==> src/rtl/alu64_pkg.sv <==
// alu64_pkg: shared constants for the 64-bit execute-stage slice.
//   Opcodes, ALU operation codes, branch codes, and the widths and bit
//   positions of the EX/MEM/WB control fields.
package alu64_pkg;

   localparam int unsigned XLEN = 64;
   localparam int unsigned ILEN = 32;

   typedef enum logic [6:0] {
      OP_RTYPE  = 7'b0110011,
      OP_IALU   = 7'b0010011,
      OP_LOAD   = 7'b0000011,
      OP_STORE  = 7'b0100011,
      OP_BRANCH = 7'b1100011,
      OP_JAL    = 7'b1101111,
      OP_FIFO   = 7'b0001011
   } opcode_e;

   typedef enum logic [3:0] {
      ALU_ADD  = 4'b0000,
      ALU_SUB  = 4'b1000,
      ALU_SLL  = 4'b0001,
      ALU_SLT  = 4'b0010,
      ALU_SLTU = 4'b0011,
      ALU_XOR  = 4'b0100,
      ALU_SRL  = 4'b0101,
      ALU_SRA  = 4'b1101,
      ALU_OR   = 4'b0110,
      ALU_AND  = 4'b0111
   } aluop_e;

   typedef enum logic [1:0] {
      BR_BEQ  = 2'b00,
      BR_BNE  = 2'b01,
      BR_BLT  = 2'b10,
      BR_NONE = 2'b11
   } branch_e;

   // EX_CTRL = {ALUSrc, ALUop[3:0], RegDst}
   localparam int unsigned EX_CTRL_W    = 6;
   localparam int unsigned EX_ALUSRC    = 5;
   localparam int unsigned EX_ALUOP_LSB = 1;
   localparam int unsigned EX_REGDST    = 0;

   // MEM_CTRL = {Branch[1:0], Jump, WMemEn}
   localparam int unsigned MEM_CTRL_W     = 4;
   localparam int unsigned MEM_BRANCH_LSB = 2;
   localparam int unsigned MEM_JUMP       = 1;
   localparam int unsigned MEM_WMEMEN     = 0;

   // WB_CTRL = {FifoInfo, MemtoReg, WRegEn}
   localparam int unsigned WB_CTRL_W   = 3;
   localparam int unsigned WB_FIFO     = 2;
   localparam int unsigned WB_MEMTOREG = 1;
   localparam int unsigned WB_WREGEN   = 0;

   localparam int unsigned IMM_W = 12;

   localparam logic [MEM_CTRL_W-1:0] MEM_CTRL_RESET = {BR_NONE, 1'b0, 1'b0};

endpackage

==> src/rtl/alu64_decode.sv <==
// alu64_decode: combinational instruction decoder.
//   instr    in  32  instruction in EX
//   ex_ctrl  out  6  {ALUSrc, ALUop[3:0], RegDst}
//   mem_ctrl out  4  {Branch[1:0], Jump, WMemEn}
//   wb_ctrl  out  3  {FifoInfo, MemtoReg, WRegEn}
//   imm      out 12  raw immediate (sign extension done by the consumer)
// Unlisted opcodes decode as a bubble (all enables low, Branch=NONE).
module alu64_decode
   import alu64_pkg::*;
(
   input  logic [ILEN-1:0]       instr,
   output logic [EX_CTRL_W-1:0]  ex_ctrl,
   output logic [MEM_CTRL_W-1:0] mem_ctrl,
   output logic [WB_CTRL_W-1:0]  wb_ctrl,
   output logic [IMM_W-1:0]      imm
);

   logic [6:0] opcode;
   logic [2:0] funct3;
   logic       b30;

   logic       alu_src;
   logic [3:0] alu_op;
   logic       reg_dst;
   logic [1:0] branch;
   logic       jump;
   logic       wmem_en;
   logic       fifo_info;
   logic       mem_to_reg;
   logic       wreg_en;

   // rs1 is consumed upstream as r1data; the field itself is not needed here.
   logic [4:0] unused_rs1;

   assign opcode     = instr[6:0];
   assign funct3     = instr[14:12];
   assign b30        = instr[30];
   assign unused_rs1 = instr[19:15];

   always_comb begin
      alu_src    = 1'b0;
      alu_op     = ALU_ADD;
      reg_dst    = 1'b0;
      branch     = BR_NONE;
      jump       = 1'b0;
      wmem_en    = 1'b0;
      fifo_info  = 1'b0;
      mem_to_reg = 1'b0;
      wreg_en    = 1'b0;
      imm        = '0;
      case (opcode)
         OP_RTYPE: begin
            alu_op  = {b30, funct3};
            reg_dst = 1'b1;
            wreg_en = 1'b1;
         end
         OP_IALU: begin
            alu_src = 1'b1;
            imm     = instr[31:20];
            // b30 only selects SRA vs SRL; for other I-ops it is immediate data.
            alu_op  = {(funct3 == 3'b101) ? b30 : 1'b0, funct3};
            reg_dst = 1'b1;
            wreg_en = 1'b1;
         end
         OP_LOAD: begin
            alu_src    = 1'b1;
            imm        = instr[31:20];
            mem_to_reg = 1'b1;
            wreg_en    = 1'b1;
         end
         OP_STORE: begin
            alu_src = 1'b1;
            imm     = {instr[31:25], instr[11:7]};
            wmem_en = 1'b1;
         end
         OP_BRANCH: begin
            alu_op = ALU_SUB;
            imm    = {instr[31:25], instr[11:7]};
            case (funct3)
               3'b000:  branch = BR_BEQ;
               3'b001:  branch = BR_BNE;
               3'b100:  branch = BR_BLT;
               default: branch = BR_NONE;
            endcase
         end
         OP_JAL: begin
            jump = 1'b1;
            imm  = instr[31:20];
         end
         OP_FIFO: begin
            fifo_info  = 1'b1;
            wreg_en    = 1'b1;
            mem_to_reg = funct3[0];
         end
         default: ;
      endcase
   end

   assign ex_ctrl  = {alu_src, alu_op, reg_dst};
   assign mem_ctrl = {branch, jump, wmem_en};
   assign wb_ctrl  = {fifo_info, mem_to_reg, wreg_en};

endmodule

==> src/rtl/alu_64bit.sv <==
// alu_64bit: execute stage of the 64-bit pipeline plus the EX/MEM register.
//   clk, reset        rising-edge clock, synchronous active-high reset
//   instr        in   32  instruction in EX
//   r1data       in   64  rs1 operand (ALU A)
//   r2data       in   64  rs2 operand (ALU B when ALUSrc=0, store data)
//   mem_wreg     out   5  destination register
//   mem_alu_out  out  64  ALU result
//   mem_r2out    out  64  registered r2data
//   mem_mem_ctrl out   4  {Branch[1:0], Jump, WMemEn}
//   mem_wb_ctrl  out   3  {FifoInfo, MemtoReg, WRegEn}
//   mem_imm      out   9  imm[8:0], absolute branch/jump target
//   mem_carry    out   1  registered carry flag
//   mem_overflow out   1  registered signed-overflow flag
// Build option: define ALU64_SHIFT_EN to implement SLL/SRL/SRA; without it
// those ops return 0.
module alu_64bit
   import alu64_pkg::*;
(
   input  logic                  clk,
   input  logic                  reset,
   input  logic [ILEN-1:0]       instr,
   input  logic [XLEN-1:0]       r1data,
   input  logic [XLEN-1:0]       r2data,
   output logic [4:0]            mem_wreg,
   output logic [XLEN-1:0]       mem_alu_out,
   output logic [XLEN-1:0]       mem_r2out,
   output logic [MEM_CTRL_W-1:0] mem_mem_ctrl,
   output logic [WB_CTRL_W-1:0]  mem_wb_ctrl,
   output logic [8:0]            mem_imm,
   output logic                  mem_carry,
   output logic                  mem_overflow
);

   logic [EX_CTRL_W-1:0]  ex_ctrl;
   logic [MEM_CTRL_W-1:0] mem_ctrl;
   logic [WB_CTRL_W-1:0]  wb_ctrl;
   logic [IMM_W-1:0]      imm;

   alu64_decode u_decode (
      .instr    (instr),
      .ex_ctrl  (ex_ctrl),
      .mem_ctrl (mem_ctrl),
      .wb_ctrl  (wb_ctrl),
      .imm      (imm)
   );

   logic            alu_src;
   logic [3:0]      alu_op;
   logic            reg_dst;
   logic [XLEN-1:0] imm_ext;
   logic [XLEN-1:0] a;
   logic [XLEN-1:0] b;
   logic [4:0]      wreg;
   logic [XLEN:0]   sum65;
   logic [XLEN:0]   diff65;
   logic [XLEN-1:0] alu_y;
   logic            carry;
   logic            overflow;

   assign alu_src = ex_ctrl[EX_ALUSRC];
   assign alu_op  = ex_ctrl[EX_ALUOP_LSB +: 4];
   assign reg_dst = ex_ctrl[EX_REGDST];

   assign imm_ext = {{(XLEN-IMM_W){imm[IMM_W-1]}}, imm};
   assign a       = r1data;
   assign b       = alu_src ? imm_ext : r2data;
   assign wreg    = reg_dst ? instr[11:7] : instr[24:20];

   // 65-bit forms expose the carry-out as the top bit.
   assign sum65  = {1'b0, a} + {1'b0, b};
   assign diff65 = {1'b0, a} + {1'b0, ~b} + {{XLEN{1'b0}}, 1'b1};

`ifdef ALU64_SHIFT_EN
   logic [5:0] shamt;
   assign shamt = b[5:0];
`endif

   always_comb begin
      alu_y    = '0;
      carry    = 1'b0;
      overflow = 1'b0;
      case (alu_op)
         ALU_ADD: begin
            alu_y    = sum65[XLEN-1:0];
            carry    = sum65[XLEN];
            overflow = (a[XLEN-1] == b[XLEN-1]) && (sum65[XLEN-1] != a[XLEN-1]);
         end
         ALU_SUB: begin
            alu_y    = diff65[XLEN-1:0];
            carry    = diff65[XLEN];
            overflow = (a[XLEN-1] != b[XLEN-1]) && (diff65[XLEN-1] != a[XLEN-1]);
         end
         ALU_SLT:  alu_y = {{(XLEN-1){1'b0}}, ($signed(a) < $signed(b))};
         ALU_SLTU: alu_y = {{(XLEN-1){1'b0}}, (a < b)};
         ALU_XOR:  alu_y = a ^ b;
         ALU_OR:   alu_y = a | b;
         ALU_AND:  alu_y = a & b;
`ifdef ALU64_SHIFT_EN
         ALU_SLL:  alu_y = a << shamt;
         ALU_SRL:  alu_y = a >> shamt;
         ALU_SRA:  alu_y = $signed(a) >>> shamt;
`endif
         default:  alu_y = '0;
      endcase
   end

   always_ff @(posedge clk) begin
      if (reset) begin
         mem_wreg     <= '0;
         mem_alu_out  <= '0;
         mem_r2out    <= '0;
         mem_mem_ctrl <= MEM_CTRL_RESET;
         mem_wb_ctrl  <= '0;
         mem_imm      <= '0;
         mem_carry    <= 1'b0;
         mem_overflow <= 1'b0;
      end else begin
         mem_wreg     <= wreg;
         mem_alu_out  <= alu_y;
         mem_r2out    <= r2data;
         mem_mem_ctrl <= mem_ctrl;
         mem_wb_ctrl  <= wb_ctrl;
         mem_imm      <= imm[8:0];
         mem_carry    <= carry;
         mem_overflow <= overflow;
      end
   end

endmodule

==> config.mk <==
export PLATFORM = sky130hd
export DESIGN_NAME = alu_64bit
export DESIGN_NICKNAME = d
export VERILOG_FILES = /design/src/rtl/alu64_pkg.sv /design/src/rtl/alu64_decode.sv /design/src/rtl/alu_64bit.sv
export SDC_FILE = /design/constraint.sdc
export NUM_CORES = 1
export LEC_CHECK = 0
export BUFFER_PORTS_ARGS = -buffer_cell sky130_fd_sc_hd__buf_2
export CAP_MARGIN = 20
export CORE_ASPECT_RATIO = 1.25
export CORE_MARGIN = 1.5
export CORE_UTILIZATION = 60
export CTS_CLUSTER_SIZE = 20
export DETAILED_ROUTE_END_ITERATION = 10
export PLACE_DENSITY = 0.88
export SLEW_MARGIN = 20
export SYNTH_ARGS = -nofsm -noshare
export SYNTH_HDL_FRONTEND = slang
export SYNTH_SLANG_ARGS = --single-unit
==> constraint.sdc <==
create_clock -name clk -period 10.3 [get_ports clk]
set_clock_uncertainty 0.1 [all_clocks]
set_input_delay 2.06 -clock clk [delete_from_list [all_inputs] [get_ports clk]]
set_output_delay 2.06 -clock clk [all_outputs]
set_load 0.005 [all_outputs]
Yosys cells after proc, flatten, opt, wreduce, memory -nomap -nowiden
Cells that the tools add are included.
{ "op_classes": {"add_sub_neg": 3, "magnitude_cmp": 2, "eq_ne": 20, "n_mux": 16, "bitwise": 5, "reduce_logical": 10} }
{ "ops": {"columns": ["cell", "n"], "rows": [
  ["$pmux 64 s7", 1],
  ["$add 64x64->65", 2],
  ["$lt 64x64->1", 2],
  ["$add 65x1->65 const B", 1],
  ["$and 64x64->64", 1],
  ["$mux 64", 1],
  ["$not 64->64", 1],
  ["$or 64x64->64", 1],
  ["$xor 64x64->64", 1],
  ["$pmux 12 s2", 1],
  ["$eq 7x6->1 const B", 2],
  ["$eq 7x7->1 const B", 2],
  ["$eq 4x3->1 const B", 3],
  ["$pmux 4 s3", 1],
  ["$eq 4x2->1 const B", 2],
  ["$eq 7x2->1 const B", 1],
  ["$eq 7x4->1 const B", 1],
  ["$eq 7x5->1 const B", 1],
  ["$mux 1", 7],
  ["$eq 3x3->1 const B", 2],
  ["$pmux 1 s2", 3],
  ["$pmux 2 s3", 1],
  ["$reduce_or 2->1", 3],
  ["$reduce_or 3->1", 2],
  ["10 further kinds", 13]
]} }
{ "totals": {"register_bits": 151, "in_bits": 162, "output_inout_bits": 151, "elab_cells": 65} }

Longest topological paths before layout
{ "depth": {"ltp_word": 10, "depth_mapped": 21} }

By module
Synthesis repeated with hierarchy kept, for this count alone.
{ "hier_totals": {"hier_cells": 2208, "area_unflattened_um2": 15732.6} }
{ "by_module_without_submodules": {"columns": ["module", "n_inst", "cells_per_inst", "area_each_um2"], "rows": [
  ["alu_64bit", 1, 2153, 15357.2],
  ["alu64_decode", 1, 55, 375.4]
]} }

Least setup slack after synthesis
No wires, ideal clock.
{ "synth_path": {"kind": "input -> register", "from": "input instr[1]", "to": "register mem_alu_out[60]", "arrival_time_ns": 6.362, "t_required_ns": 10.112, "setup_slack_ns": 3.750, "path_stages": 21, "n_path_buf": 1, "cell_sequence": "nand2_1 -> nor3_1 -> nand2b_1 -> a21oi_1 -> clkbuf_1 -> nor2_1 -> a21oi_1 -> ha_1 -> inv_1 -> fa_1 -> nand2b_1 -> a21oi_2 -> o311ai_1 -> and2_1 -> a2111o_1 -> a2111oi_4 -> nor4b_2 -> o41ai_4 -> a41o_1 -> nor3_1 -> o32ai_2"} }
{ "synth_via": {"elab_chain_len": 8, "word_cells_on_any_way": 28, "cone_classes": "3 x add/sub; 12 x eq/ne; 5 x mux; 4 x bitwise; 4 x reduce/logical"} }
{ "synth_rtl": {"columns": ["element", "line_no", "rtl"], "rows": [
  ["from (decl)", "alu_64bit.sv:21", "input logic [ILEN-1:0] instr,"],
  ["$eq 7x7->1, or another cell as far along", "alu64_decode.sv:51", "case (opcode)"],
  ["$reduce_or 3->1 (no line) / $reduce_or 2->1 (equally long branches)", null, null],
  ["$pmux 12 s2 / $mux 1 (equally long branches)", "alu64_decode.sv:51", null],
  ["$mux 64", "alu_64bit.sv:66", "assign b = alu_src ? imm_ext : r2data;"],
  ["$not 64->64", "alu_64bit.sv:71", "assign diff65 = {1'b0, a} + {1'b0, ~b} + {{XLEN{1'b0}}, 1'b1};"],
  ["$add 64x64->65", "alu_64bit.sv:71", null],
  ["$add 65x1->65", "alu_64bit.sv:71", null],
  ["$pmux 64 s7 *", "alu_64bit.sv:82", "case (alu_op)"],
  ["to (signal assigned)", "alu_64bit.sv:119", "mem_alu_out <= alu_y;"],
  ["to (decl)", "alu_64bit.sv:25", "output logic [XLEN-1:0] mem_alu_out,"]
]} }
Every way passes the cells marked *; elsewhere a longest branch is shown, timed or not.
A chain may end at the register's enable or synchronous reset.

Worst setup path in the final report
{ "layout_path": {"from": "input instr[1]", "to": "register mem_alu_out[63]"} }
The elaborated chain is that of the path after synthesis.

==> results_dict.tcl <==
set metrics [dict create \
    status "complete, no violations" \
    synth_cells 2168 \
    swShare_pct 39.8 \
    cts.htree.levels 4 \
    cts_tree "done" \
    synthMuxAreaShare_pct 1.36 \
    drive_gt1_share_pct 16.9 \
    crit_slowest_cell "o211ai_1" \
    max_slew_margin_pct 27.3 \
    drv_cap 0 \
    seq_power_share_pct 30.3 \
    cts_resized 0 \
    ant_nets 0 \
    area_delta_synth_final_pct 14.2 \
    synth_top_area_share_pct 19.6 \
    hpwl_um 43100 \
    num_vias 17900 \
    die_w_um 147 \
    crit_path_cell_trace "buf_2, nand2_1, nor3_1, nand2b_1, a21oi_4, buf_4, buf_4, nor2_1, a21oi_1, inv_1, ha_1, o21ai_0, o21ai_0, nand4_1, a21oi_1, a21oi_1, o31a_1, o211ai_1, a31oi_1, nor3_1, a31oi_1, a31oi_1" \
    critPathMaxStageDelay_ps 730 \
    cp_num_buf_inv 4 \
    via_per_inst 6.57 \
    gr-total-overflow 0 \
    synth_top_family_by_area "compound AO/OA/AOI/OAI gates" \
    port_buffers 307 \
    fmax_mhz 125 \
    synth.most_common_cell "a21oi_1" \
    tns_ps 0 \
    synth-edff-count 0 \
    p_clk_share_pct 31.4 \
    pin_count 313 \
    cts_buffers 17 \
    yosys_register_bits 151 \
    period_needed_ps 8000 \
    synth.distinct_cells 81 \
    post-route-drc-count 0 \
    ys_seq_area_share_pct 19.6 \
    core_mm2 0.0253 \
    dieArea_mm2 0.0267 \
    yosys.area_share.simple_pct 20.3 \
    hp-class "in -> reg" \
    hold_path_depth 2 \
    dr.first_iter.drc_count 1876 \
    syn-num-nets 2528 \
    cts.reportedPaths.clkPinSlew_ps 70 \
    async_flop_share_pct 0 \
    min_from "instr[28]" \
    synth_common_cells "237 x a21oi_1, 199 x inv_1, 197 x nor2_1" \
    end_kind "flip-flop" \
    grt_usage_pct 42.9 \
    power_density_mw_per_mm2 121 \
    start_util_pct 61.1 \
    post_cts_buffers 0 \
    p_leak_nw 8.46 \
    synth_compound_area_share_pct 33.7 \
    combPwrFrac_pct 38.4 \
    arrival_ps 8270 \
    critPathTopFamily "compound AO/OA/AOI/OAI gates" \
    dr.pass1.iters 7 \
    die_y_um 182 \
    finalWirelength_um 59300 \
    hold_viol_final 0 \
    yosys_warnings 0 \
    cts_max_path_buffers 2 \
    finalSetupViolations 0 \
    yosys-top-cells-area "dfxtp_1 20%, ha_1 16%, a21oi_1 7.7%" \
    grt_pass1_vias 17400 \
    routedWlPerCell_um 21.8 \
    p_sw_w 0.000848 \
    worstMarginPinSlew_ps 1090 \
    finalCritPeriodShare_pct 77.7 \
    synth_xor_area_share_pct 0.510 \
    grt_max_degree 79 \
    ctsHoldBuffers 0 \
    cts.sinks 151 \
    required_ps 10570 \
    syn_area_mm2 0.0155 \
    cts_root_buffer "clkbuf_16" \
    synth-adder-area-share_pct 16.1 \
    antenna_found_initial 3 \
    p_int_w 0.00128 \
    synth_area_leader_cell "dfxtp_1" \
    irDropWorstVdd_mv 0.128 \
    rows 65 \
    startpoint_type "primary input" \
    synth-main-ff-cell "dfxtp_1" \
    crit_type "in -> reg" \
    hold_end "mem_imm[8]" \
    place.gp.congestion 1.07 \
    grt_pass1_wl_um 90900 \
    fin_nets 2734 \
    path_max_fanout 36 \
    avgSynthCellArea_um2 7.13 \
    rsz0062_at_grt "no" \
    final_max_slew_viol_count 0 \
    fin_util_pct 69.8 \
]
==> power groups by stage <==
| stage | Combinational (W) | Clock, W | Sequential (W) |
|---|---|---|---|
| after floorplan | 0.000517 | 0 | 0.000664 |
| after global placement | 0.000768 | 0 | 0.000655 |
| after CTS | 0.000792 | 0.000662 | 0.000644 |
| final | 0.000817 | 0.000668 | 0.000644 |
| after global routing | 0.000880 | 0.000688 | 0.000647 |
| after detailed placement | 0.000783 | 0 | 0.000657 |
==> flip-flops by register name (all words and copies together), names as in the netlist <==
| signal | flops |
|---|---|
| mem_carry | 1 |
| mem_wb_ctrl | 3 |
| mem_alu_out | 64 |
| mem_wreg | 5 |
| mem_imm | 9 |
| mem_mem_ctrl | 4 |
| mem_overflow | 1 |
| mem_r2out | 64 |
==> placed cells by master (no fill, tap or decap), types with 18 or more instances in the layout <==
| master | n |
|---|---|
| a211oi_1 | 20 |
| a21o_1 | 45 |
| a21oi_1 | 236 |
| a22oi_1 | 23 |
| a31oi_1 | 23 |
| buf_2 | 306 |
| buf_4 | 19 |
| dfxtp_1 | 151 |
| ha_1 | 196 |
| inv_1 | 199 |
| nand2_1 | 166 |
| nand2b_1 | 26 |
| nand3_1 | 41 |
| nand4_1 | 28 |
| nor2_1 | 195 |
| nor2b_1 | 75 |
| nor3_1 | 40 |
| nor4_1 | 20 |
| o211ai_1 | 18 |
| o21a_1 | 65 |
| o21ai_0 | 152 |
| o21bai_1 | 41 |
| o31ai_1 | 27 |
==> logic make-up after synthesis <==
kind of cell / Yosys count
AOI/OAI and AO/OA: 792
and+or+nand+nor: 656
buffers and inverters: 342
adders and majority gates: 198
DFF: 151
muxes: 20
xor gates and xnor gates: 9
==> layer usage <==
layer,global-route usage [%],vias up,share of wire [%],wire (um)
li1,-,8109,-,-
met3,8.00,296,9.6,5700
met1,47.4,8242,36,21600
met4,29.1,2,6.7,4000
met5,0,-,0.022,13
met2,74.6,1236,47,28000
==> layout make-up <==
cell class / instances / area, um2
diodes: 2 / 5.00
clock buffers: 18 / 439
clock inverters: 14 / 160
fillers: 2099 / 7640
inverters: 204 / 766
multi-input cells: 1675 / 11200
flip-flops and latches: 151 / 3020
well taps: 335 / 419
repair buffers: 325 / 1670
==> per-stage QoR <==
stage                     total power (W)  hold slack, ps  std cells  setup WS (ps)  cell area [um2]
final                             0.00213            1690       2724           2300            17700
after detailed placement          0.00144            2170       2690           2150            17000
after global routing              0.00222            1710       2724           2040            17700
after global placement            0.00142            2180       2690           2200            17000
after floorplan                   0.00118            2060       2168           3750            15500
after CTS                         0.00210            1700       2722           2570            17600
==> how the worst max path moves through the flow <==
stage	from	endpoint	slack, ps	depth (start not counted)
2_1_floorplan	instr[1]	mem_alu_out[60]	3750	21
3_3_place_gp	instr[5]	mem_alu_out[60]	2200	22
3_5_place_dp	instr[5]	mem_alu_out[60]	2150	22
4_1_cts	instr[5]	mem_alu_out[60]	2570	22
5_1_grt	instr[5]	mem_alu_out[60]	2040	21
6_report	instr[1]	mem_alu_out[63]	2300	22
Power figures use the tool's default switching activity.
